===== src/rtl/serial_pkg.sv =====
// rtl/serial_pkg.sv - shared state encoding, line levels and frame-length helper
package serial_pkg;

    typedef enum logic [2:0] {
        IDLE   = 3'd0,
        START  = 3'd1,
        DATA   = 3'd2,
        PARITY = 3'd3,
        STOP   = 3'd4
    } state_t;

    localparam logic LINE_IDLE  = 1'b1;
    localparam logic LINE_STOP  = 1'b1;
    localparam logic LINE_START = 1'b0;

    // Clocks from the first start-bit cycle to the last stop-bit cycle.
    function automatic int frame_cycles(input int data_w, input int bit_cycles, input int parity_en);
        return (data_w + 2 + parity_en) * bit_cycles;
    endfunction

endpackage


===== src/rtl/serial_frame_tx_if.sv =====
// rtl/serial_frame_tx_if.sv - request/serial-line bundle between stimulus and transmitter
interface serial_frame_tx_if #(
    parameter int DATA_W = 8
);
    logic              start;
    logic [DATA_W-1:0] data_in;
    logic              tx;
    logic              busy;
    logic              done;

    modport master (output start, data_in, input tx, busy, done);
    modport slave  (input start, data_in, output tx, busy, done);
endinterface


===== src/rtl/serial_frame_tx_bit_tick_counter.sv =====
// rtl/serial_frame_tx_bit_tick_counter.sv - per-bit down counter; tick marks the last clock of a bit
module bit_tick_counter #(
    parameter int BIT_CYCLES = 4
) (
    input  logic clk,
    input  logic reset,
    input  logic load,
    output logic tick,
    output logic tick_next
);
    localparam int TW = (BIT_CYCLES > 1) ? $clog2(BIT_CYCLES) : 1;
    localparam logic [TW-1:0] RELOAD = TW'(BIT_CYCLES - 1);

    logic [TW-1:0] timer;

    assign tick = (timer == '0);
    // Lookahead lets the owner register outputs that depend on the next tick.
    assign tick_next = (load || tick) ? (BIT_CYCLES == 1) : (timer == TW'(1));

    always_ff @(posedge clk or negedge reset) begin
        if (!reset) begin
            timer <= '0;
        end else if (load || tick) begin
            timer <= RELOAD;
        end else begin
            timer <= timer - TW'(1);
        end
    end
endmodule


===== src/rtl/serial_frame_tx.sv =====
// rtl/serial_frame_tx.sv - parallel-in serial-out frame transmitter (start, data LSB-first, parity, stop)
module serial_frame_tx
    import serial_pkg::*;
#(
    parameter int DATA_W     = 8,
    parameter int BIT_CYCLES = 4,
    parameter int PARITY_EN  = 0
) (
    input  logic                clk,
    input  logic                reset,
    serial_frame_tx_if.slave    bus
);
    localparam int IW = (DATA_W > 1) ? $clog2(DATA_W) : 1;

    state_t            state, state_next;
    logic [DATA_W-1:0] shift_q, shift_next;
    logic [IW-1:0]     idx, idx_next;
    logic              par;
    logic              load, tick, tick_next;
    logic              tx_q, busy_q, done_q;
    logic              tx_next, done_next;

    bit_tick_counter #(.BIT_CYCLES(BIT_CYCLES)) u_tick (
        .clk       (clk),
        .reset     (reset),
        .load      (load),
        .tick      (tick),
        .tick_next (tick_next)
    );

    always_comb begin
        state_next = state;
        shift_next = shift_q;
        idx_next   = idx;
        load       = 1'b0;
        unique case (state)
            IDLE: begin
                if (bus.start) begin
                    shift_next = bus.data_in;
                    load       = 1'b1;
                    state_next = START;
                end
            end
            START: begin
                if (tick) begin
                    state_next = DATA;
                    idx_next   = '0;
                end
            end
            DATA: begin
                if (tick) begin
                    shift_next = shift_q >> 1;
                    if (idx == IW'(DATA_W - 1)) begin
                        state_next = (PARITY_EN != 0) ? PARITY : STOP;
                    end else begin
                        idx_next = idx + IW'(1);
                    end
                end
            end
            PARITY: begin
                if (tick) state_next = STOP;
            end
            STOP: begin
                if (tick) state_next = IDLE;
            end
            default: state_next = IDLE;
        endcase
    end

    // Outputs are computed from next-state values so they leave flops directly.
    always_comb begin
        tx_next = LINE_IDLE;
        unique case (state_next)
            START:   tx_next = LINE_START;
            DATA:    tx_next = shift_next[0];
            PARITY:  tx_next = par;
            STOP:    tx_next = LINE_STOP;
            default: tx_next = LINE_IDLE;
        endcase
        done_next = (state_next == STOP) && tick_next;
    end

    always_ff @(posedge clk or negedge reset) begin
        if (!reset) begin
            state   <= IDLE;
            shift_q <= '0;
            idx     <= '0;
            par     <= 1'b0;
            tx_q    <= LINE_IDLE;
            busy_q  <= 1'b0;
            done_q  <= 1'b0;
        end else begin
            state   <= state_next;
            shift_q <= shift_next;
            idx     <= idx_next;
            if (load) par <= ^bus.data_in;
            tx_q    <= tx_next;
            busy_q  <= (state_next != IDLE);
            done_q  <= done_next;
        end
    end

    assign bus.tx   = tx_q;
    assign bus.busy = busy_q;
    assign bus.done = done_q;
endmodule


===== src/flat_wrapper.sv =====
// flat-port wrapper written by rule: the top's interface ports become plain ports
module serial_frame_tx_flat import serial_pkg::*;
#(
    parameter int DATA_W     = 8,
    parameter int BIT_CYCLES = 4,
    parameter int PARITY_EN  = 0
)
  (clk, reset, bus_start, bus_data_in, bus_tx, bus_busy, bus_done);
  serial_frame_tx_if #(.DATA_W(DATA_W)) bus_i ();
  input  logic clk;
  input  logic reset;
  input wire logic [$bits(bus_i.start)-1:0] bus_start;
  input wire logic [$bits(bus_i.data_in)-1:0] bus_data_in;
  output wire logic [$bits(bus_i.tx)-1:0] bus_tx;
  output wire logic [$bits(bus_i.busy)-1:0] bus_busy;
  output wire logic [$bits(bus_i.done)-1:0] bus_done;
  assign bus_i.start = bus_start;
  assign bus_i.data_in = bus_data_in;
  assign bus_tx = bus_i.tx;
  assign bus_busy = bus_i.busy;
  assign bus_done = bus_i.done;
  serial_frame_tx #(.DATA_W(DATA_W), .BIT_CYCLES(BIT_CYCLES), .PARITY_EN(PARITY_EN)) u_core (.clk(clk), .reset(reset), .bus(bus_i));
endmodule

===== config.mk =====
export PLATFORM = sky130hd
export DESIGN_NAME = serial_frame_tx_flat
export DESIGN_NICKNAME = d
export VERILOG_FILES = /design/src/rtl/serial_pkg.sv /design/src/rtl/serial_frame_tx_if.sv /design/src/rtl/serial_frame_tx_bit_tick_counter.sv /design/src/rtl/serial_frame_tx.sv /design/src/flat_wrapper.sv
export SDC_FILE = /design/constraint.sdc
export NUM_CORES = 1
export LEC_CHECK = 0
export BUFFER_PORTS_ARGS = -buffer_cell sky130_fd_sc_hd__buf_2
export CORE_MARGIN = 2
export CORE_UTILIZATION = 40
export DETAILED_ROUTE_END_ITERATION = 7
export GPL_ROUTABILITY_DRIVEN = 0
export PLACE_DENSITY_LB_ADDON = 0.1
export SLEW_MARGIN = 5
export SYNTH_ARGS = -nofsm -noshare
export SYNTH_HDL_FRONTEND = slang
export SYNTH_SLANG_ARGS = --single-unit

===== constraint.sdc =====
create_clock -name clk -period 3.2 [get_ports clk]
set_input_delay 0.32 -clock clk [delete_from_list [all_inputs] [get_ports clk]]
set_output_delay 0.32 -clock clk [all_outputs]
set_load 0.1 [all_outputs]

# Word level (Yosys, flattened, before mapping)
# Index checks and enable logic that the tools add are counted.
[totals] ff_bits=20 output_inout_bits=3 wordCells=54 inputBits=11
[classes] addsub=2 mux=19 reduce_logical=10 eq_ne=14
[op_table] cell="2-to-1 mux 3 bit" count=9
[op_table] cell="2-to-1 mux 8 bit" count=2
[op_table] cell="one-hot mux 8 bit (2 select lines)" count=1
[op_table] cell="one-hot mux 3 bit (5 select lines)" count=1
[op_table] cell="== test 3 x 2 -> 1 bit, second input constant" count=4
[op_table] cell="== test 3 bit, second input constant" count=3
[op_table] cell="!= test 2 bit, second input constant" count=4
[op_table] cell="parity 8 bit" count=1
[op_table] cell="== test 3 x 1 -> 1 bit, second input constant" count=2
[op_table] cell="one-hot mux 3 bit (2 select lines)" count=1
[op_table] cell="AND reduction 4 bit" count=1
[op_table] cell="nonzero test 2 bit" count=2
[op_table] cell="adder 3 x 1 -> 3 bit, second input constant" count=1
[op_table] cell="logical NOT 3 bit" count=1
[op_table] cell="2-to-1 mux 1 bit" count=3
[op_table] cell="one-hot mux 1 bit (3 select lines)" count=1
[op_table] cell="AND reduction 3 bit" count=1
[op_table] cell="nonzero test 3 bit" count=1
[op_table] cell="== test 2 x 1 -> 1 bit, second input constant" count=1
[op_table] cell="logical NOT 2 bit" count=1
[op_table] cell="2-to-1 mux 2 bit" count=1
[op_table] cell="subtractor 2 x 1 -> 2 bit, second input constant" count=1
[op_table] cell="logical AND 1 bit" count=1
[op_table] cell="logical OR 1 bit" count=1

# Logic depth before layout (Yosys ltp)
# Gate-level depths: netlist of run 1.
[logic_depth] ltp_word=6 depth_mapped=7 ltp_nobuf=6

# By module
# Synthesis of run 1 repeated with hierarchy kept, for this count alone.
[unflattened] hier_cells=89 hier_area_um2=993.5
[modules_own_cells] module="serial_frame_tx" cells_each=80 n_inst=1 seq_area_each_um2=451.7 area_per_inst_um2=885.8
[modules_own_cells] module="bit_tick_counter" cells_each=9 n_inst=1 seq_area_each_um2=50.0 area_per_inst_um2=107.6

# Least setup slack after synthesis of run 1
# OpenSTA, ideal clock, no wires.
[synth_timing] kind="register to register" start="register u_core.idx[0]" end="register u_core.idx[0]" n_path_buf=0 t_arrival_ns=1.548 required_time_ns=3.075 period_less_slack_ns=1.672 setup_slack_ns=1.528 setup_ns=0.125 stages_incl_launch_ff=7 cell_sequence="dfrtp_1 > ha_1 > ha_1 > or3b_1 > o21ai_1 > nand3b_1 > mux2_2"
[synth_via] elab_chain_len=4 elab_cells_between_ends=7 classes_between="1 x add/sub; 2 x eq/ne; 3 x mux; 1 x reduce/logical"
[synth_lines] element="from (decl)" line_no="serial_frame_tx.sv:17" text="logic [IW-1:0] idx, idx_next;"
[synth_lines] element="from (signal assigned)" line_no="serial_frame_tx.sv:95" text="idx <= idx_next;"
[synth_lines] element="adder 3 x 1 -> 3 bit" line_no="serial_frame_tx.sv:56" text="idx_next = idx + IW'(1);"
[synth_lines] element="2-to-1 mux 3 bit" line_no="serial_frame_tx.sv:53" text="if (idx == IW'(DATA_W - 1)) begin"
[synth_lines] element="2-to-1 mux 3 bit" line_no="serial_frame_tx.sv:51" text="if (tick) begin"
[synth_lines] element="one-hot mux 3 bit (2 select lines)" line_no="serial_frame_tx.sv:36" text="unique case (state)"
# Parallel ways exist; a longest one is shown, timed or not. The select of a mux whose other input is x is not followed.
# A chain may end at the register's enable or synchronous reset.

# Worst setup path after layout of run 1
[layout_timing] start="register u_core.u_tick.timer[0]" end="register u_core.tx_q (netlist: u_core.bus.tx)"
[layout_via] elab_cells_between_ends=12 classes_between="3 x eq/ne; 8 x mux; 1 x reduce/logical"
[layout_rtl] element="from (decl)" line_no="serial_frame_tx_bit_tick_counter.sv:14" text="logic [TW-1:0] timer;"
[layout_rtl] element="from (signal assigned)" line_no="serial_frame_tx_bit_tick_counter.sv:26" text="timer <= timer - TW'(1);"
[layout_rtl] element="logical NOT 2 bit" line_no="serial_frame_tx_bit_tick_counter.sv:16" text="assign tick = (timer == '0);"
[layout_rtl] element="2-to-1 mux 8 bit" line_no="serial_frame_tx.sv:51"
[layout_rtl] element="one-hot mux 8 bit (2 select lines)" line_no="serial_frame_tx.sv:36"
[layout_rtl] element="named net u_core.shift_next[0]" line_no="serial_frame_tx.sv:16" text="logic [DATA_W-1:0] shift_q, shift_next;"
[layout_rtl] element="one-hot mux 1 bit (3 select lines)" line_no="serial_frame_tx.sv:73" text="unique case (state_next)"
[layout_rtl] element="named net u_core.tx_next" line_no="serial_frame_tx.sv:21" text="logic tx_next, done_next;"
[layout_rtl] element="to (signal assigned)" line_no="serial_frame_tx.sv:97" text="tx_q <= tx_next;"
[layout_rtl] element="to (decl)" line_no="serial_frame_tx.sv:20" text="logic tx_q, busy_q, done_q;"
# The timed path passes the listed nets, and every way through them passes these cells. The select of a mux whose other input is x is not followed.

==> impl_results.md, run 1 <==
* Outcome: completed
* Slew Limit Fails at 0
* Metal2 WL at 850 microns
* Synthesized area at 0.00101 sq mm
* CTS tree: built
* Core ar. at approximately 0.0024 sq mm
* Largest stage delay, worst path at 410 ps
* Routed WL at roughly 1.8 mm
* Clock latency at the later pin of the worst-skew pair at around 300 ps
* Die height at around 54 microns
* Final cell count without fillers at 140
* Die area at 0.00294 sq mm
* Slew HR at about three fifths
* EDFF count, synth at 0
* CTS root buf: clkbuf_4
* CP Class: flip-flop to flip-flop
* Nature of the critical path endpoint: flip-flop
* Synth Area in Simple Gates at 19.3%
* Worst Tran Pin Value at 601 ps
* Sequential-to-total area share from yosys stat at around 50%
* # DRC at 0
* Max-Cap Viols at 0
* Vias at 709
* Clk_skew at 7.63 ps
* Mapped Cells at 97
* Async SR Flop Fraction at 100%
* Die width at 54.2 microns
* DP Worst Slack at 1220 ps
* # clock sinks at 20
* IO Pins at 14
* Post-DP HPWL at 1.36 mm
* DP Cell Count at about 140
* 1st-pass router iterations at 4
* HP Class: input pin to flip-flop
* Total grt overflow at 0
* Antenna Cells at 0
* GR Util All Layers at 16.2%
* Synth Register Bits at 20
* Row cnt at 18
* Max Clock Freq at 0.497 GHz
* Area share of fa/ha/maj cells after synthesis at about 5%
* Total Neg Setup Slack at 0 ps
* Tmin final at between 2000 and 2500 ps
* CP Data Arrival Time at about 2200 ps
* WL/cell at 13.1 microns
* First-pass GRT wire length at around 3.3 mm
* Fin crit share at 62.9%
* Complex-gate fraction of the synthesized area at around 14%
* Largest cells by area after synthesis: dfrtp_1 47%, nand2_1 6.3%, xnor2_1 6.1%, ha_1 5.0%, a22oi_1 4.5%
* H-tree depth at 1
* Mux share of post-synthesis cell area at 1.12%
* Routed Antenna Nets at 0
* Number of synthesis warnings at 0
* Setup Viol. Count Final at 0
* DR vias/cell at 5.06
* Prevailing post-synth register cell: dfrtp_1
* Total power at roughly 1000 uW
* Leak pwr at ~0.00053 uW
* CP max FO at 11
* Largest net degree at the start of global routing at 21
* Cell type with the largest total area after synthesis: dfrtp_1
* Port bufs at 13
* Syn nets at 112
* CTS buffer count at 3
* VDD IR max at 0.450 mV
* Final net count at 126
* Final hold violations at 0
* Most common cell in the netlist: dfrtp_1
* Initial antenna violation count at 0
* Longest Clk Path Bufs at 2
* Syn Area/Cell at 10.4 sq um
* Post-Route Utilization at 46.0%
* Worst-path clk slew at 110 ps
* Yosys cell types at 32
* Power Density at 926 mW/mm^2
* Critical path required time at around 3400 ps
* Share of cells above drive strength 1 at 19.1%
* Critical path's slowest cell: dfrtp_1
* DRT iter0 DRCs at 14
* CP Cell Sequence: inv_1, ha_1, nor4bb_1, buf_4, nor2_2, a22o_1, o31a_1
* Post-Synth XOR/XNOR Area at 6.07%
* Initial core utilization at roughly two fifths
* PnR worst setup slack at 1190 ps
* Area grow syn2layout at 10.9%
* Top post-synthesis cells by count: 19 x dfrtp_1, 17 x nand2_1, 7 x xnor2_1
* Number of global-route vias before repair at a little over 700
* Wl on met1 at between 800 and 900 microns
* Max layer used: met4
* Wire length on met3 at 86 microns
* Share of the synthesized area in the top cell type at 47.1%
* RSZ-0062 raised after global routing: false
* Largest family of logic cells by synthesized area: simple AND/OR/NAND/NOR gates
* Startpoint types: flip-flop
## layout make-up
class,count,area (sq um)
fillers,258,1310
well taps,30,37.5
inverters,3,11.3
repair buffers,15,82.6
flip-flops and latches,20,502
clock buffers,4,26.3
multi-input cells,68,460
## worst max-delay path, delay by kind of cell, from the launching register on
| kind | cells | cell delay (ps) |
|---|---|---|
| flip-flops | 1 | 410 |
| AND/OR/NAND/NOR | 2 | 420 |
| AO/OA/AOI/OAI | 2 | 500 |
| buffers and inverters | 2 | 270 |
| adder cells (fa/ha/maj) | 1 | 330 |
## metal layers
metal	global-route usage, %	up-vias
met5	0	-
met4	7.50	0
met3	3.28	2
met2	24.5	13
met1	22.3	332
li1	-	362
## state kept, by name, indices dropped and copies added (netlist names)
register,flops
u_core.bus.tx,1
u_core.par,1
u_core.idx,3
u_core.state,3
u_core.shift_q,8
u_core.bus.busy,1
u_core.u_tick.timer,2
u_core.bus.done,1
## where the power goes
group | internal (uW) | leakage, uW | switching [uW]
logic | 174 | 0.000273 | 274
clock network | 48.5 | 0.0000150 | 74.4
registers | 371 | 0.000239 | 96.0
## kinds of logic after synthesis
kind of cell	count (synthesis)
AOI/OAI and AO/OA	21
xor gates and xnor gates	7
adders and majority gates	4
buffers and inverters	9
DFF	20
muxes	1
and+or+nand+nor	35
## cell usage in the layout (no fill, tap or decap), types with 2 or more instances in the layout
cell type and n:
dfrtp_1 19, a22oi_1 6, or3b_1 2, nand2_1 17, clkbuf_4 3, nand2b_1 2
o21ai_0 4, ha_1 4, inv_1 3, a21oi_1 3, a22o_1 4, xnor2_1 7
buf_2 13, nor2_1 4
## what timing repair did
| action | CTS | global route |
|---|---|---|
| hold endpoints to repair | 19 | 0 |
| endpoints found under the setup margin | 0 | 0 |
| hold buffers | 1 | 0 |
| resized for setup | 0 | 0 |
| buffers inserted | 0 | 0 |
## through the flow
| step | hold WS, ps | area [sq um] |
|---|---|---|
| final | 282 | 1120 |
| after global placement | 293 | 1080 |
| after CTS | 269 | 1120 |
| after detailed placement | 306 | 1080 |
| after global routing | 275 | 1120 |
| after floorplan | 24.4 | 1010 |
## path summary, 6_finish.rpt
| check | startpoint | to | slack [ps] | cells after the start |
|---|---|---|---|---|
| worst min register to register | u_core.u_tick.timer[0]$_DFF_PN0_ | u_core.u_tick.timer[0]$_DFF_PN0_ | 480 | 1 |
| worst min-delay path | bus_data_in[7] | u_core.shift_q[7]$_DFFE_PN0P_ | 280 | 2 |
| max in group asynchronous | reset | u_core.bus.tx$_DFF_PN1_ | 2360 | 2 |
| min in group asynchronous | reset | u_core.bus.busy$_DFF_PN0_ | 490 | 2 |
| worst max register to register | u_core.u_tick.timer[0]$_DFF_PN0_ | u_core.bus.tx$_DFF_PN1_ | 1190 | 7 |
| worst max-delay path | u_core.u_tick.timer[0]$_DFF_PN0_ | u_core.bus.tx$_DFF_PN1_ | 1190 | 7 |
Note: power is estimated with default switching activity, not from simulation.
==> run 2, diff against run 1 <==
clock period = 2.06 ns   (was 3.2 ns; I/O delays follow)
==> run 2 against run 1 <==
  * Via count increased by 3.1%
  * Highest routed layer unchanged
  * Critical path type unchanged
  * Combinational power rose by 68%
  * Fmax increased by 13%
==> impl_results.md, run 2 (synthesized netlist as in run 1, its figures left out) <==
* VDD IR max at 0.706 mV (was 0.450 mV)
* # clock sinks at 20 (unchanged)
* DR vias/cell at 5.08 (was 5.06)
* Share of cells above drive strength 1 at 22.8% (was 19.1%)
* Largest register FFs at 8 (unchanged)
* Top reg by flops: u_core.shift_q (unchanged)
* Largest net degree at the start of global routing at 21 (unchanged)
* Most frequent CP cell: ha_1
* Critical path's slowest cell: dfrtp_1 (unchanged)
* Reg-to-reg startpoint: u_core.idx[0]$_DFFE_PN0P_ (was u_core.u_tick.timer[0]$_DFF_PN0_)
* Setup Viol. Count Final at 0 (unchanged)
* Commonest non-fill, non-tap cell in the layout: dfrtp_1 (unchanged)
* Post-DP HPWL at 1.38 mm (was 1.36 mm)
* Total power at 1670 uW (was 1040 uW)
* Worst Hold Launch: bus_data_in[7] (unchanged)
* Cell family with most CP delay: simple AND/OR/NAND/NOR gates (was compound AO/OA/AOI/OAI gates)
* CP Data Arrival Time at 1970 ps (was 2240 ps)
* Tmin final at 1780 ps (was 2010 ps)
* Power Density at 1440 mW/mm^2 (was 926 mW/mm^2)
* Initial core utilization at 41.5% (unchanged)
* # DRC at 0 (unchanged)
* Leak pwr at 0.000554 uW (was 0.000527 uW)
* Outcome: completed (unchanged)
* DP Cell Count at 139 (was 135)
* First-pass GRT wire length at 3.26 mm (was 3.33 mm)
* PnR worst setup slack at 276 ps (was 1190 ps)
* Final cell count without fillers at 144 (was 140)
* HP Class: input pin to flip-flop (unchanged)
* Resize count post-CTS at 0 (unchanged)
* Most frequent cells in the layout: 19 x dfrtp_1, 17 x nand2_1, 13 x buf_2, 7 x xnor2_1, 6 x a22oi_1 (unchanged)
* Slew Limit Fails at 0 (unchanged)
* CP max FO at 5 (was 11)
* Worst-path clk slew at 100 ps (was 110 ps)
* Critical path required time at 2240 ps (was 3430 ps)
* Max-Cap Viols at 0 (unchanged)
* Number of global-route vias before repair at 707 (was 721)
* Biggest regs: u_core.shift_q (8), u_core.idx (3), u_core.state (3) (unchanged)
* H-tree depth at 1 (unchanged)
* DP Worst Slack at 275 ps (was 1220 ps)
* RSZ-0062 raised after global routing: false (unchanged)
* IO Pins at 14 (unchanged)
* Row cnt at 18 (unchanged)
* Total grt overflow at 0 (unchanged)
* Area grow syn2layout at 14.9% (was 10.9%)
* DRT iter0 DRCs at 8 (was 14)
* Max Clock Freq at 0.561 GHz (was 0.497 GHz)
* GR Util All Layers at 15.8% (was 16.2%)
* Crit. Startpoint: u_core.idx[0]$_DFFE_PN0P_ (was u_core.u_tick.timer[0]$_DFF_PN0_)
* Routed WL at 1.80 mm (was 1.83 mm)
* Worst Tran Pin Value at 484 ps (was 601 ps)
* Initial antenna violation count at 0 (unchanged)
* Die height at 54.2 microns (unchanged)
* CTS tree: built (unchanged)
* Die area at 0.00294 sq mm (unchanged)
* Die width at 54.2 microns (unchanged)
* Core ar. at 0.00243 sq mm (unchanged)
* Antenna Cells at 0 (unchanged)
* Clock latency at the later pin of the worst-skew pair at 290 ps (was 300 ps)
* Clk_skew at 4.88 ps (was 7.63 ps)
* CTS root buf: clkbuf_4 (unchanged)
* Largest stage delay, worst path at 400 ps (was 410 ps)
* Final net count at 130 (was 126)
* Startpoint types: flip-flop (unchanged)
* 1st-pass router iterations at 4 (unchanged)
* Routed Antenna Nets at 0 (unchanged)
* Longest Clk Path Bufs at 2 (unchanged)
* Nature of the critical path endpoint: flip-flop (unchanged)
* Slew HR at 67.9% (was 59.8%)
* CP Class: flip-flop to flip-flop (unchanged)
* CP Cell Sequence: ha_1, ha_1, or3b_1, o21ai_1, nand3b_1, mux2_2 (was inv_1, ha_1, nor4bb_1, buf_4, nor2_2, a22o_1, o31a_1)
* CP bufs+invs at 0 (was 2)
* Vias at 731 (was 709)
* Total Neg Setup Slack at 0 ps (unchanged)
* Fin crit share at 86.6% (was 62.9%)
* WL/cell at 12.5 microns (was 13.1 microns)
* Port bufs at 13 (unchanged)
* CTS buffer count at 3 (unchanged)
* Final hold violations at 0 (unchanged)
## run 2: area by class of cell
cell class	instances	area, sq um
Fill cell	249	1270
Sequential cell	20	502
Multi-Input combinational cell	68	460
Timing Repair Buffer	19	113
Tap cell	30	37.5
Clock buffer	4	36.3
Inverter	3	11.3
## run 2: power by group
part | internal, uW | switching [uW] | total (uW)
Sequential | 577 | 123 | 700
Combinational | 299 | 452 | 751
Clock | 108 | 114 | 222
Total | 983 | 690 | 1670
## run 2: path summary, 6_finish.rpt
path	to	slack, ps	cells past startpoint
min reg2reg	u_core.u_tick.timer[0]$_DFF_PN0_	460	1
min in group asynchronous	u_core.bus.busy$_DFF_PN0_	370	2
max in group asynchronous	u_core.bus.tx$_DFF_PN1_	1350	2
max reg2reg	u_core.idx[0]$_DFFE_PN0P_	280	6
max	u_core.idx[0]$_DFFE_PN0P_	280	6
min	u_core.shift_q[7]$_DFFE_PN0P_	170	2
## run 2: routing by layer
layer  track usage [%]  share of wire [%]  up-vias
met4              6.25               0.83        0
met3              2.46                4.7        2
met5                 0                  0        -
met2              25.1                 46       15
met1              21.5                 49      342
li1                  -                  -      372
## run 2: worst reg2reg max path: stages (launching register included)
cell and delay [ps]:
dfrtp_1 400, ha_1 200, ha_1 230, or3b_1 350, o21ai_1 80, nand3b_1 130
mux2_2 290
## run 2: through the flow
| stage | util [%] | area (sq um) | hold WS (ps) |
|---|---|---|---|
| floorplan | - | 1010 | -89.6 |
| global placement | 45.8 | 1110 | 175 |
| detailed placement | 45.8 | 1110 | 180 |
| CTS | 47.7 | 1160 | 158 |
| global route | 47.7 | 1160 | 168 |
| finish | 47.7 | 1160 | 170 |
## run 2: repair_timing
item / 4_1_cts / 5_1_grt
endpoints found under the hold margin: 19 / 0
buffers inserted: 0 / 0
hold buffers: 1 / 0
